`config.mk`:
```
export PLATFORM = sky130hd
export DESIGN_NAME = vx_qos_matrix_arbiter
export DESIGN_NICKNAME = d
export VERILOG_FILES = /design/src/rtl/vx_arb_pkg.sv /design/src/rtl/vx_matrix_lru_state.sv /design/src/rtl/vx_qos_matrix_arbiter.sv
export SDC_FILE = /design/constraint.sdc
export NUM_CORES = 1
export LEC_CHECK = 0
export BUFFER_PORTS_ARGS = -buffer_cell sky130_fd_sc_hd__buf_2
export CAP_MARGIN = 0
export CORE_MARGIN = 4
export CORE_UTILIZATION = 50
export DETAILED_ROUTE_END_ITERATION = 6
export PLACE_DENSITY = 0.8
export SETUP_SLACK_MARGIN = 0.5
export SLEW_MARGIN = 15
export SYNTH_ARGS = -nofsm -noshare
export SYNTH_HDL_FRONTEND = slang
export SYNTH_SLANG_ARGS = --single-unit
export TNS_END_PERCENT = 5
```
`constraint.sdc`:
```
create_clock -name clk -period 1.97 [get_ports clk]
set_input_delay 0.394 -clock clk [delete_from_list [all_inputs] [get_ports clk]]
set_output_delay 0.394 -clock clk [all_outputs]
set_load 0.01 [all_outputs]
```
`src/rtl/vx_arb_pkg.sv`:
```
// Shared helpers for the QoS matrix arbiter: width formulas, pair indexing, one-hot encoding.
package vx_arb_pkg;

  // Largest requester count the one-hot encoder covers.
  localparam int unsigned MAX_REQS = 32;

  // Grant-handshake lock states.
  typedef enum logic {
    LOCK_IDLE = 1'b0,
    LOCK_HELD = 1'b1
  } lock_state_e;

  // Ceil-log2 with a floor of one bit so degenerate sizes still get a field.
  function automatic int unsigned min1_clog2(input int unsigned n);
    return (n <= 1) ? 1 : $clog2(n);
  endfunction

  // Width of the encoded grant index.
  function automatic int unsigned calc_log_reqs(input int unsigned num_reqs);
    return min1_clog2(num_reqs);
  endfunction

  // Width of one priority-class field.
  function automatic int unsigned calc_prio_w(input int unsigned num_prios);
    return min1_clog2(num_prios);
  endfunction

  // Width of a saturating age counter that must hold AGE_MAX.
  function automatic int unsigned calc_age_w(input int unsigned age_max);
    return min1_clog2(age_max + 1);
  endfunction

  // Number of stored matrix bits (one per unordered pair).
  function automatic int unsigned num_pairs(input int unsigned num_reqs);
    return (num_reqs * (num_reqs - 1)) / 2;
  endfunction

  // Flat position of pair (i,j), i<j, in the upper-triangle bit vector.
  function automatic int pair_idx(input int i, input int j, input int n);
    return (i * (2 * n - i - 1)) / 2 + (j - i - 1);
  endfunction

  // One-hot to binary; OR-reduction form so a zero vector yields index 0.
  function automatic logic [31:0] onehot_to_index(input logic [31:0] oh);
    logic [31:0] idx;
    idx = '0;
    for (int k = 0; k < 32; k++) begin
      if (oh[k]) idx = idx | 32'(k);
    end
    return idx;
  endfunction

endpackage

```
`src/rtl/vx_matrix_lru_state.sv`:
```
// Pair-matrix LRU state: picks the least-recently-granted eligible requester and
// demotes the winner below everyone else when its grant fires.
module vx_matrix_lru_state
  import vx_arb_pkg::*;
#(
  parameter int unsigned NUM_REQS = 4
) (
  input  logic                clk,
  input  logic                reset,
  input  logic [NUM_REQS-1:0] i_eligible,
  input  logic                i_fire,
  input  logic [NUM_REQS-1:0] i_fire_onehot,
  output logic [NUM_REQS-1:0] o_winner_c
);

  localparam int unsigned NUM_PAIRS = num_pairs(NUM_REQS);
  localparam int unsigned PAIR_W    = (NUM_PAIRS == 0) ? 1 : NUM_PAIRS;
  localparam int unsigned PIDX_W    = min1_clog2(PAIR_W);

  // Bit for pair (i,j), i<j: 1 means j currently beats i.
  logic [PAIR_W-1:0] r_pairs;
  logic              w_beaten;

  // Winner is the eligible requester that no other eligible requester beats.
  always_comb begin
    o_winner_c = '0;
    w_beaten   = 1'b0;
    for (int i = 0; i < int'(NUM_REQS); i++) begin
      w_beaten = 1'b0;
      for (int j = 0; j < int'(NUM_REQS); j++) begin
        if (j != i && i_eligible[j]) begin
          if (j > i) w_beaten = w_beaten | r_pairs[PIDX_W'(pair_idx(i, j, int'(NUM_REQS)))];
          else       w_beaten = w_beaten | ~r_pairs[PIDX_W'(pair_idx(j, i, int'(NUM_REQS)))];
        end
      end
      o_winner_c[i] = i_eligible[i] & ~w_beaten;
    end
  end

  // On fire, every other requester gains priority over the fired one.
  always_ff @(posedge clk) begin
    if (!reset) begin
      r_pairs <= '0;
    end else if (i_fire) begin
      for (int i = 0; i < int'(NUM_REQS); i++) begin
        for (int j = i + 1; j < int'(NUM_REQS); j++) begin
          if (i_fire_onehot[i])      r_pairs[PIDX_W'(pair_idx(i, j, int'(NUM_REQS)))] <= 1'b1;
          else if (i_fire_onehot[j]) r_pairs[PIDX_W'(pair_idx(i, j, int'(NUM_REQS)))] <= 1'b0;
        end
      end
    end
  end

endmodule

```
`src/rtl/vx_qos_matrix_arbiter.sv`:
```
// QoS matrix arbiter: strict priority across classes, LRU matrix within the top
// class, valid/ready grant with lock until accepted.
// Optional aging promotion is enabled by defining VX_QOS_ARB_AGING_EN.
module vx_qos_matrix_arbiter
  import vx_arb_pkg::*;
#(
  parameter int unsigned NUM_REQS     = 4,
  parameter int unsigned NUM_PRIOS    = 2,
  parameter int unsigned AGE_MAX      = 15,
  parameter int unsigned PRIO_W       = calc_prio_w(NUM_PRIOS),
  parameter int unsigned LOG_NUM_REQS = calc_log_reqs(NUM_REQS)
) (
  input  logic                         clk,
  input  logic                         reset,
  input  logic [NUM_REQS-1:0]          requests,
  input  logic [NUM_REQS*PRIO_W-1:0]   req_prio,
  input  logic                         grant_ready,
  output logic                         grant_valid,
  output logic [NUM_REQS-1:0]          grant_onehot,
  output logic [LOG_NUM_REQS-1:0]      grant_index
);

  // One extra class bit leaves room for the urgent (aged) class above NUM_PRIOS-1.
  localparam int unsigned CLS_W = PRIO_W + 1;

  if (NUM_REQS < 1 || NUM_REQS > MAX_REQS || NUM_PRIOS < 1 || AGE_MAX < 1) begin : g_cfg_check
    $error("vx_qos_matrix_arbiter: unsupported parameter set");
  end

  logic [CLS_W-1:0]    w_cls [NUM_REQS];
  logic [CLS_W-1:0]    w_top;
  logic [NUM_REQS-1:0] w_elig;
  logic [NUM_REQS-1:0] w_win_oh;
  logic [NUM_REQS-1:0] w_grant_oh;
  logic                w_valid;
  logic                w_fire;
  lock_state_e         r_state;
  lock_state_e         w_state_nxt;
  logic [NUM_REQS-1:0] r_lock_oh;
  logic [NUM_REQS-1:0] w_lock_oh_nxt;
  logic [NUM_REQS-1:0] w_urgent;

`ifdef VX_QOS_ARB_AGING_EN
  localparam int unsigned AGE_W = calc_age_w(AGE_MAX);

  logic [AGE_W-1:0] r_age [NUM_REQS];

  // A saturated counter marks the requester urgent until it fires or drops.
  always_comb begin
    w_urgent = '0;
    for (int i = 0; i < int'(NUM_REQS); i++) begin
      w_urgent[i] = (r_age[i] == AGE_W'(AGE_MAX));
    end
  end

  // Count waiting cycles per requester; clear on own fire or request drop.
  always_ff @(posedge clk) begin
    if (!reset) begin
      for (int i = 0; i < int'(NUM_REQS); i++) r_age[i] <= '0;
    end else begin
      for (int i = 0; i < int'(NUM_REQS); i++) begin
        if (!requests[i] || (w_fire && w_grant_oh[i])) r_age[i] <= '0;
        else if (r_age[i] != AGE_W'(AGE_MAX))          r_age[i] <= r_age[i] + AGE_W'(1);
      end
    end
  end
`else
  assign w_urgent = '0;
`endif

  // Effective class per requester, top class among requesters, and the eligible set.
  always_comb begin
    w_top  = '0;
    w_elig = '0;
    for (int i = 0; i < int'(NUM_REQS); i++) begin
      w_cls[i] = (NUM_PRIOS > 1) ? CLS_W'(req_prio[i*PRIO_W +: PRIO_W]) : '0;
      if (w_urgent[i]) w_cls[i] = CLS_W'(NUM_PRIOS);
      if (requests[i] && (w_cls[i] > w_top)) w_top = w_cls[i];
    end
    for (int i = 0; i < int'(NUM_REQS); i++) begin
      w_elig[i] = requests[i] && (w_cls[i] == w_top);
    end
  end

  if (NUM_REQS > 1) begin : g_matrix
    vx_matrix_lru_state #(
      .NUM_REQS (NUM_REQS)
    ) u_lru (
      .clk           (clk),
      .reset         (reset),
      .i_eligible    (w_elig),
      .i_fire        (w_fire),
      .i_fire_onehot (w_grant_oh),
      .o_winner_c    (w_win_oh)
    );
  end else begin : g_single
    assign w_win_oh = w_elig;
  end

  // Lock state register and captured grant.
  always_ff @(posedge clk) begin
    if (!reset) begin
      r_state   <= LOCK_IDLE;
      r_lock_oh <= '0;
    end else begin
      r_state   <= w_state_nxt;
      r_lock_oh <= w_lock_oh_nxt;
    end
  end

  // Present the live winner when idle, the captured grant while held.
  always_comb begin
    w_state_nxt   = r_state;
    w_lock_oh_nxt = r_lock_oh;
    w_grant_oh    = w_win_oh;
    w_valid       = |w_elig;
    case (r_state)
      LOCK_IDLE: begin
        if (w_valid && !grant_ready) begin
          w_state_nxt   = LOCK_HELD;
          w_lock_oh_nxt = w_win_oh;
        end
      end
      LOCK_HELD: begin
        w_grant_oh = r_lock_oh;
        w_valid    = 1'b1;
        if (grant_ready) begin
          w_state_nxt   = LOCK_IDLE;
          w_lock_oh_nxt = '0;
        end
      end
      default: begin
        w_state_nxt   = LOCK_IDLE;
        w_lock_oh_nxt = '0;
      end
    endcase
  end

  assign w_fire       = w_valid & grant_ready;
  assign grant_valid  = w_valid;
  assign grant_onehot = w_grant_oh;
  assign grant_index  = LOG_NUM_REQS'(onehot_to_index(32'(w_grant_oh)));

endmodule
```
==> qor.csv <==
stage;metric;value;unit
floorplan;io_pins;18;
floorplan;die-area;0.00204;mm²
floorplan;coreArea;0.00130;mm²
detailed_routing;wirelength;2180;µm
logic_synthesis;syn-cell-area;689;µm²
logic_synthesis;synth_nets;97;
power_and_ir_drop;ir_drop;0.448;mV
global_route;grt_max_degree;16;
timing;final-max-slew-violation-count;0;
clock_network;numClockSinks;9;
clock_network;ctsHtreeMaxLevel;1;
clock_network;cts_inserted_buffers;3;
logic_synthesis;avgSynthCellArea;8.02;µm²
clock_network;cts_tree;yes;
timing;hold_viol_final;0;
logic_synthesis;synth_seq_cells;9;
clock_network;cts.clk_slew.worst_paths;0.06;ns
placement;detailed_place_hpwl;1560;µm
power_and_ir_drop;powerDensity;530;mW/mm²
timing;maxSlewHeadroom;72.2;%
layout;layoutNonFillerInstCount;145;
placement;portBuffers;17;
clock_network;cts_buffer_depth;2;
detailed_routing;avgRoutedWirePerCell;15.1;µm
timing;fmax;0.463;GHz
timing;fin_ws;-0.191;ns
floorplan;dieHeight;45.1;µm
logic_synthesis;yosys_warnings;0;
timing;finalCritPeriodShare;110;%
outcome;violations;negative setup slack;
outcome;status;finished, violations left;
detailed_routing;drc;0;
critical_path;arrival;1.77;ns
critical_path;cp.required;1.58;ns
detailed_routing;vias_per_cell;5.87;
layout;area_delta_synth_final;58.1;%
placement;routabilityCongestion;0.828;
timing;worst_pin_slew;0.409;ns
clock_network;hold_buffers;0;
global_route;grt_antenna_before_repair;0;
placement;dp.cells;139;
global_route;grt_pass1_vias;811;
logic_synthesis;yosysUniqueCellTypes;38;
min_path;worstHoldStart;g_matrix.u_lru.r_pairs[0]$_SDFFE_PN0P_;
detailed_routing;num_vias;851;
critical_path;end_kind;output port;
timing;skew;0.00918;ns
critical_path;criticalPathCategory;input port to output port;
global_route;track_usage;21.9;%
min_path;worst_hold_path_type;flip-flop to flip-flop;
layout;drive_above_1_share;49.2;%
floorplan;die_w;45.1;µm
power_and_ir_drop;total_power;0.578;mW
global_route;grt_pass1_wl;3260;µm
global_route;grt-ovfl-total;0;
layout;fin_nets;142;
critical_path;startpoint;req_prio[1];
logic_synthesis;synth_cells;86;
critical_path;timing.rr.start;g_matrix.u_lru.r_pairs[3]$_SDFFE_PN0P_;
detailed_routing;drt_first_iter_violations;15;
floorplan;num_rows;13;
timing;finalCriticalPeriod;2.16;ns
timing;setup_viol;6;
layout;diodes;0;
timing;rsz0062_at_grt;yes;
clock_network;clk-insertion-delay-late;0.27;ns
detailed_routing;ant_nets;0;
power_and_ir_drop;static-leakage-power;0.494;nW
critical_path;worstPathMaxFanout;3;
layout;utilization;83.8;%
critical_path;start_kind;input port;
job;maxCapViolations;0;
floorplan;start_util;53.0;%
detailed_routing;firstDrtPassIters;4;
logic_synthesis;synth-seq-area-share;26.1;%
placement;dp_slack;-0.156;ns
clock_network;root_buffer;clkbuf_4;
cells in the final DEF, fill, tap and decap left out, drive strengths merged:
cell type  instances
nor3               1
a31oi              2
o31ai              2
o21bai             1
nand3              6
o2111ai            1
o21ba              1
inv                6
nor4               1
a21oi              5
o31a               1
a22oi              2
mux2i              1
o2bb2ai            3
nand4              1
clkinv             1
and3b              1
or3                1
o21ai              7
nand2             15
or2                2
o21a               3
a311oi             1
o211ai             1
nor2               1
buf               42
a41oi              2
maj3               1
dfxtp              9
and2               3
nor2b              1
and3               1
a32oi              1
clkbuf             3
routing by layer:
| layer | vias to the layer above | share of wire, % | global-route usage, % |
|---|---|---|---|
| met3 | 5 | 5.5 | 5.18 |
| met5 | - | 0 | 0 |
| li1 | 413 | - | - |
| met2 | 31 | 53 | 39.0 |
| met4 | 0 | 1.4 | 9.36 |
| met1 | 402 | 40 | 24.3 |
synthesized netlist by cell type:
cell,number,area share (%)
and2_1,3,2.7
a32oi_1,1,1.3
maj3_1,1,1.5
a22oi_2,1,1.8
a311oi_1,1,1.3
o2111ai_1,1,1.3
nand2_2,1,0.91
o2bb2ai_1,3,3.8
and3_1,1,0.91
nor4_1,1,0.91
o21ai_2,1,1.3
and3b_1,1,1.3
o21ai_1,2,1.5
nand4_1,1,0.91
nor2_1,1,0.54
a31oi_4,1,3.1
a21oi_1,5,3.6
nand2_1,14,7.6
nor3_1,1,0.73
or2_1,2,1.8
a22oi_4,1,3.1
o21bai_1,1,1.1
o31ai_1,1,1.1
o21a_1,3,3.3
mux2i_2,1,2.0
nor2b_1,1,0.91
or3_1,1,0.91
inv_1,6,3.3
nand3_1,6,4.4
dfxtp_1,9,26
o21ba_2,1,1.5
a41oi_1,2,2.5
clkbuf_1,2,1.1
o31a_1,1,1.3
o211ai_1,1,1.1
a31oi_2,1,1.8
o31ai_4,1,3.1
o21ai_0,4,2.9
flip-flops by register name (all words and copies together), names as in the netlist:
name,cells
r_state,1
r_lock_oh,4
g_matrix.u_lru.r_pairs,4
critical path, cell delays in order:
cell,delay (ns)
buf_8,0.10
a22oi_4,0.23
buf_4,0.17
a31oi_4,0.08
o21bai_1,0.19
o31a_1,0.29
inv_1,0.09
or2_1,0.10
buf_2,0.12
layout make-up:
type                            count  area, µm²
Clock buffer                        3       22.5
Clock inverter                      1       5.00
Fill cell                          85        211
Inverter                            6       22.5
Multi-Input combinational cell     69        537
Sequential cell                     9        180
Tap cell                           15       18.8
Timing Repair Buffer               42        304
repair_timing:
action | 4_1_cts | 5_1_grt
pin swaps | 4 | 11
endpoints found under the setup margin | 16 | 16
gates resized for setup | 5 | 17
buffers inserted | 0 | 2
hold endpoints to repair | 0 | 0
kinds of logic (layout without fill, tap and decap cells):
family | after synthesis | count (layout) | synth area share (%)
buf+inv | 8 | 52 | 4.36
simple gates | 34 | 34 | 24.5
fa+ha+maj | 1 | 1 | 1.45
flops | 9 | 9 | 26.1
mux | 1 | 1 | 2.00
compound gates | 33 | 33 | 41.6
where the power goes:
group          internal (mW)  leakage (nW)  switching (mW)  total (mW)
registers              0.194        0.0735          0.0113       0.205
clock network         0.0749        0.0177          0.0675       0.142
logic                  0.114         0.403           0.116       0.230
total                  0.383         0.494           0.195       0.578
path summary, 6_finish.rpt:
kind / to / slack, ns / cells after the start
min reg2reg: g_matrix.u_lru.r_pairs[0]$_SDFFE_PN0P_ / 0.47 / 2
max reg2reg: g_matrix.u_lru.r_pairs[0]$_SDFFE_PN0P_ / 0.36 / 6
max: grant_index[1] / -0.19 / 9
min: g_matrix.u_lru.r_pairs[0]$_SDFFE_PN0P_ / 0.47 / 2
stage by stage:
| step | hold WS, ns | TNS [ns] | cell area (µm²) |
|---|---|---|---|
| CTS | 0.470 | -0.486 | 1000 |
| global placement | 0.449 | -0.281 | 958 |
| finish | 0.475 | -0.573 | 1090 |
| detailed placement | 0.463 | -0.566 | 958 |
| floorplan | 0.435 | 0 | 689 |
| global route | 0.506 | -0.883 | 1090 |
No activity file was read; power rests on OpenSTA's default activity.
